$ cat config.mk
export PLATFORM = sky130hd
export DESIGN_NAME = pc_fetch_sequencer
export DESIGN_NICKNAME = d
export VERILOG_FILES = /design/src/rtl/pc_seq_pkg.sv /design/src/rtl/pc_next_calc.sv /design/src/rtl/pc_fetch_sequencer.sv
export SDC_FILE = /design/constraint.sdc
export NUM_CORES = 1
export LEC_CHECK = 0
export CAP_MARGIN = 20
export CORE_MARGIN = 5
export CORE_UTILIZATION = 49
export CTS_CLUSTER_DIAMETER = 50
export DETAILED_ROUTE_END_ITERATION = 7
export PLACE_DENSITY = 0.81
export RECOVER_POWER = 25
export REMOVE_ABC_BUFFERS = 1
export SYNTH_ARGS = -nofsm -noshare
export SYNTH_HDL_FRONTEND = slang
export SYNTH_SLANG_ARGS = --single-unit
$ cat constraint.sdc
create_clock -name i_Clk -period 3.5 [get_ports i_Clk]
set_clock_uncertainty 0.05 [all_clocks]
set_input_delay 0.525 -clock i_Clk [delete_from_list [all_inputs] [get_ports i_Clk]]
set_output_delay 0.525 -clock i_Clk [all_outputs]
set_load 0.02 [all_outputs]
$ cat src/rtl/pc_seq_pkg.sv
// Shared definitions for the PC fetch sequencer: FSM encoding, word size and
// alignment helpers.
package pc_seq_pkg;

  typedef enum logic [1:0] {
    ST_IDLE  = 2'd0,
    ST_FETCH = 2'd1,
    ST_DRAIN = 2'd2,
    ST_HOLD  = 2'd3
  } state_e;

  localparam logic [31:0] WORD_BYTES = 32'd4;
  localparam logic [31:0] ALIGN_MASK = 32'hFFFF_FFFC;

  function automatic logic is_misaligned(input logic [31:0] addr);
    return (addr & ~ALIGN_MASK) != 32'd0;
  endfunction

endpackage

$ cat src/rtl/pc_next_calc.sv
// Combinational next-PC mux: sequential +4 or redirect target, with limit wrap.
// Misaligned targets trap to TRAP_VEC when PC_MISALIGN_TRAP_EN is defined, else get masked.
module pc_next_calc
  import pc_seq_pkg::*;
#(
  parameter logic [31:0] RESET_VEC = 32'h0000_0000,
  parameter logic [31:0] TRAP_VEC  = 32'h0000_0100
) (
  input  logic        redirect_i,
  input  logic [31:0] target_i,
  input  logic [31:0] pc_i,
  input  logic [31:0] limit_i,
  output logic [31:0] next_pc_o,
  output logic        trap_o
);

`ifdef PC_MISALIGN_TRAP_EN
  localparam bit TrapOn = 1'b1;
`else
  localparam bit TrapOn = 1'b0;
`endif

  logic [31:0] seq_pc;
  logic [31:0] fixed_tgt;
  logic [31:0] redir_pc;

  assign seq_pc = pc_i + WORD_BYTES;
  assign trap_o = TrapOn && redirect_i && is_misaligned(target_i);

  // Alignment is resolved before the limit compare so a masked target is range-checked.
  assign fixed_tgt = trap_o ? TRAP_VEC : (target_i & ALIGN_MASK);
  assign redir_pc  = (fixed_tgt > limit_i) ? RESET_VEC : fixed_tgt;

  assign next_pc_o = redirect_i ? redir_pc
                                : ((seq_pc > limit_i) ? RESET_VEC : seq_pc);

endmodule

$ cat src/rtl/pc_fetch_sequencer.sv
// Front-end fetch controller: owns the PC, runs the imem req/ack handshake and holds words for decode.
// Build option: PC_MISALIGN_TRAP_EN (misaligned redirects pulse o_Trap and go to TRAP_VEC).
module pc_fetch_sequencer
  import pc_seq_pkg::*;
#(
  parameter logic [31:0] RESET_VEC = 32'h0000_0000,
  parameter logic [31:0] PC_LIMIT  = 32'd8188,
  parameter logic [31:0] TRAP_VEC  = 32'h0000_0100
) (
  input  logic        i_Clk,
  input  logic        i_Rst_n,
  input  logic        i_Start,
  input  logic        i_Stall,
  input  logic        i_Redirect,
  input  logic [31:0] iv_Target,
  output logic        o_Imem_Req,
  output logic [31:0] ov_Imem_Addr,
  input  logic        i_Imem_Ack,
  input  logic [31:0] iv_Imem_Data,
  output logic        o_Instr_Valid,
  output logic [31:0] ov_Instr,
  output logic [31:0] ov_Instr_Pc,
  output logic        o_Trap
);

  state_e      state_q, state_d;
  logic [31:0] pc_q, pc_d;
  logic [31:0] pending_q, pending_d;
  logic [31:0] instr_q, instr_d;
  logic [31:0] instr_pc_q, instr_pc_d;
  logic        trap_q, trap_d;
  logic [31:0] calc_pc;
  logic        calc_trap;

  pc_next_calc #(
    .RESET_VEC(RESET_VEC),
    .TRAP_VEC (TRAP_VEC)
  ) u_next_calc (
    .redirect_i(i_Redirect),
    .target_i  (iv_Target),
    .pc_i      (pc_q),
    .limit_i   (PC_LIMIT),
    .next_pc_o (calc_pc),
    .trap_o    (calc_trap)
  );

  always_ff @(posedge i_Clk or negedge i_Rst_n) begin
    if (!i_Rst_n) begin
      state_q    <= ST_IDLE;
      pc_q       <= RESET_VEC;
      pending_q  <= RESET_VEC;
      instr_q    <= 32'd0;
      instr_pc_q <= 32'd0;
      trap_q     <= 1'b0;
    end else begin
      state_q    <= state_d;
      pc_q       <= pc_d;
      pending_q  <= pending_d;
      instr_q    <= instr_d;
      instr_pc_q <= instr_pc_d;
      trap_q     <= trap_d;
    end
  end

  always_comb begin
    state_d    = state_q;
    pc_d       = pc_q;
    pending_d  = pending_q;
    instr_d    = instr_q;
    instr_pc_d = instr_pc_q;
    trap_d     = 1'b0;
    case (state_q)
      ST_IDLE: begin
        if (i_Start) begin
          pc_d    = RESET_VEC;
          state_d = ST_FETCH;
        end
      end
      ST_FETCH: begin
        if (i_Redirect) begin
          trap_d = calc_trap;
          // An in-flight request is never abandoned: park the target until the ack.
          if (i_Imem_Ack) begin
            pc_d = calc_pc;
          end else begin
            pending_d = calc_pc;
            state_d   = ST_DRAIN;
          end
        end else if (i_Imem_Ack) begin
          instr_d    = iv_Imem_Data;
          instr_pc_d = pc_q;
          state_d    = ST_HOLD;
        end
      end
      ST_DRAIN: begin
        if (i_Redirect) begin
          trap_d    = calc_trap;
          pending_d = calc_pc;
        end
        if (i_Imem_Ack) begin
          pc_d    = i_Redirect ? calc_pc : pending_q;
          state_d = ST_FETCH;
        end
      end
      ST_HOLD: begin
        if (i_Redirect) begin
          trap_d  = calc_trap;
          pc_d    = calc_pc;
          state_d = ST_FETCH;
        end else if (!i_Stall) begin
          pc_d    = calc_pc;
          state_d = ST_FETCH;
        end
      end
      default: state_d = ST_IDLE;
    endcase
  end

  assign o_Imem_Req    = (state_q == ST_FETCH) || (state_q == ST_DRAIN);
  assign ov_Imem_Addr  = o_Imem_Req ? pc_q : 32'd0;
  assign o_Instr_Valid = (state_q == ST_HOLD);
  assign ov_Instr      = instr_q;
  assign ov_Instr_Pc   = instr_pc_q;
  assign o_Trap        = trap_q;

endmodule

==> metrics.txt, run 1 <==
EDFF count, synth=0; Synth Flop Type=dfrtp_1; CP Max Fanout=18; RSZ-0062 raised after global routing=false; distinct cell type count after synthesis=60; sequential power share=34.5%; first-pass GRT wire length=27,800 um; Initial DRT Pass Iterations=5; initial antenna violation count=0; H-tree levels=4; fin crit period=3.23 ns; Final period util=92.2%; worst slew pin tran=2.27 ns; CTS Buf Count=17; Final nets=784; Synth Area per Inst=11.3 um^2; Post-synth top cells=dfrtp_1, mux2_2, and2_1; Post-CTS Setup Inserts=0; HPWL after detailed placement=11,800 um; cell count after synthesis=555; CTS root buf=clkbuf_16; Max Root-Sink Buffers=2; post-synth top area cell=dfrtp_1; fmax=310 MHz; number of remaining DRC errors=0; Sw Share=34.8%; internal power=3.50 mW; Die Ht=123 um; Hold Violations, Final=0; WP buf/inv=3; Clock power frac=30.5%; Synth Area in Simple Gates=17.4%; Core ar.=12,600 um^2; Sw Pwr=1.87 mW; Synth Area in Adders=1.19%; violated checks=capacitance limit, slew limit; total global routing overflow=0; top cell type's share of synthesized area=51.7%; Initial Util=49.8%; Comb power frac=35.0%; sequential area share after synthesis=51.7%; Fin Setup TNS=0 ns; class of the most critical setup path=reg2out; layout cell share with drive strength beyond 1=16.9%; PD cells=622 nW/um^2; Post-DRT Antenna Nets=0; clock sink count=130; # rows=41; area fraction in compound gates after synthesis=13.7%; Clk Latency, worst-skew pair=0.42 ns; Final Max Slew Viols=90; vias in the first global route=5,524; Hold WC Path Type=reg2reg; largest family of logic cells by synthesized area=simple AND/OR/NAND/NOR gates; max_cap viols=1; worst hold slack=0.436 ns; final worst slack=0.275 ns; slowest CP cell=ha_1; Slew headroom=-51.5%; CP peak stage delay=0.63 ns; Yosys Warn Count=0; Area contributors post-synth=dfrtp_1, mux2_2, and2_1, a22o_1, clkbuf_1; peak supply drop=541 uV; Data required, critical path=2.92 ns; largest net degree at the start of global routing=91; Post-synth ARST share=100%; I/O pin count=169; CTS Hold Bufs=0; Total Wirelength=16,800 um; count leader, synth=dfrtp_1; drt initial violations=580; die width=123 um; fraction of synthesized area in multiplexers=11.4%; area added between synthesis and finish=37.3%; CTS tree=done; Netlist Area Pre-Place=6290 um^2; Worst path top cell family by delay=buffers and inverters; met1 usage=29.1%; met2 Usage GRT=39.0%; WL per Instance=18.8 um; GP Congestion=0.863; Layout Utilization=68.4%; overall routing resource usage=23.4%; post-synthesis xor/xnor area fraction=1.11%; global route hottest layer=met2; Synth Register Bits=130; final setup vio count=0; via/cell ratio=5.77; met3 Track Usage GR=5.76%; DIE AREA=15,200 um^2; PostCTS Resize Cnt=0; Worst EP arrival=2.65 ns; crit end category=primary output; placed insts=861; Leak=3.79 nW; Worst Setup Start Kind=register; routed vias=5,157; Final Non-Filler Cells=893; Worst-path clk slew=0.06 ns; port buffer count=165; status=complete, but fails checks; pre-CTS WS=0.525 ns; crit-path cells=inv_1 > ha_1 > buf_4 > and2_1 > clkdlybuf4s50_1; Antenna Cells=0
registers in the layout, summed over array words and instances (netlist names):
register,cells
ov_Instr_Pc,32
state_q,2
ov_Instr,32
pc_q,32
pending_q,32
area by class of cell:
type                       count  area [um^2]
inverter                       8         30.0
timing repair buffer         177         1750
clock inverter                13          101
sequential                   130         3250
fill                         974         3990
tap                          172          215
multi-input combinational    374         2830
clock buffer                  19          453
per-layer routing:
metal | up-vias | wire (um)
met5 | - | 0
met4 | 0 | 379
met3 | 37 | 1210
met2 | 234 | 8210
met1 | 2548 | 7030
li1 | 2338 | -
worst register-to-register path: cells and delay by family, from the launching register on:
kind | cells | cell delay (ns)
compound gates | 3 | 0.71
fa+ha+maj | 1 | 0.32
flops | 1 | 0.48
simple gates | 5 | 1.36
through the flow:
| step | cell area (um^2) | total power [mW] |
|---|---|---|
| after floorplan | 6110 | 2.88 |
| after global placement | 8090 | 3.69 |
| after detailed placement | 8090 | 3.76 |
| after CTS | 8640 | 5.42 |
| after global routing | 8630 | 5.65 |
| final | 8630 | 5.37 |
logic make-up (layout without fill, tap and decap cells):
family / Yosys count / after routing
buffers and inverters: 51 / 217
adder cells (fa/ha/maj): 6 / 6
AO/OA/AOI/OAI: 111 / 111
other: 1 / 1
multiplexers: 64 / 64
XOR/XNOR: 8 / 8
AND/OR/NAND/NOR: 184 / 184
flip-flops: 130 / 130
power by group through the flow:
stage / combinational (mW) / sequential, mW / clock, mW
floorplan: 0.762 / 2.11 / 0
detailed placement: 1.88 / 1.88 / 0
finish: 1.88 / 1.85 / 1.64
CTS: 1.89 / 1.86 / 1.67
global route: 2.01 / 1.89 / 1.75
global placement: 1.83 / 1.85 / 0
layout by cell type (no fill, tap or decap), types with 3 or more instances in the layout:
master | synthesis | routed
inv_1 | 8 | 8
clkdlybuf4s50_1 | 0 | 164
and3_1 | 5 | 5
a221oi_1 | 6 | 6
o21a_1 | 3 | 3
nor4_1 | 9 | 9
or3_1 | 3 | 3
nand4b_1 | 3 | 3
dfrtp_1 | 130 | 130
o2111ai_1 | 4 | 4
a22o_1 | 31 | 31
a221o_1 | 5 | 5
clkbuf_16 | 0 | 17
nor2_1 | 17 | 17
xor2_1 | 3 | 3
xnor2_1 | 5 | 5
a22oi_1 | 12 | 12
nand3_1 | 14 | 14
and2_1 | 57 | 57
o21ai_1 | 6 | 6
or2_2 | 4 | 4
nand3b_1 | 7 | 7
ha_1 | 6 | 6
nor3_1 | 9 | 8
a21o_1 | 5 | 5
nor2b_1 | 3 | 3
nand4_1 | 10 | 10
inv_6 | 0 | 6
o21ai_0 | 8 | 8
buf_4 | 3 | 11
a21oi_1 | 10 | 10
o211ai_1 | 3 | 3
clkinvlp_4 | 0 | 4
mux2_2 | 63 | 63
nand2_1 | 30 | 30
final timing paths:
check	end	start	depth (start not counted)	slack, ns
max	ov_Imem_Addr[13]	state_q[0]	5	0.27
min	pc_q[26]	pending_q[26]	1	0.44
max reg2reg	pc_q[8]	pc_q[3]	9	0.48
min reg2reg	pc_q[26]	pending_q[26]	1	0.44
max in group asynchronous	pending_q[28]	i_Rst_n	1	1.34
min in group asynchronous	state_q[0]	i_Rst_n	1	0.71
Note: power is estimated with default switching activity, not from simulation.
==> run 2, diff against run 1 <==
Settings changed: GPL_TIMING_DRIVEN set to 1.
==> results of run 2 <==
No change in the layout: final DEF, timing and power equal those of run 1.
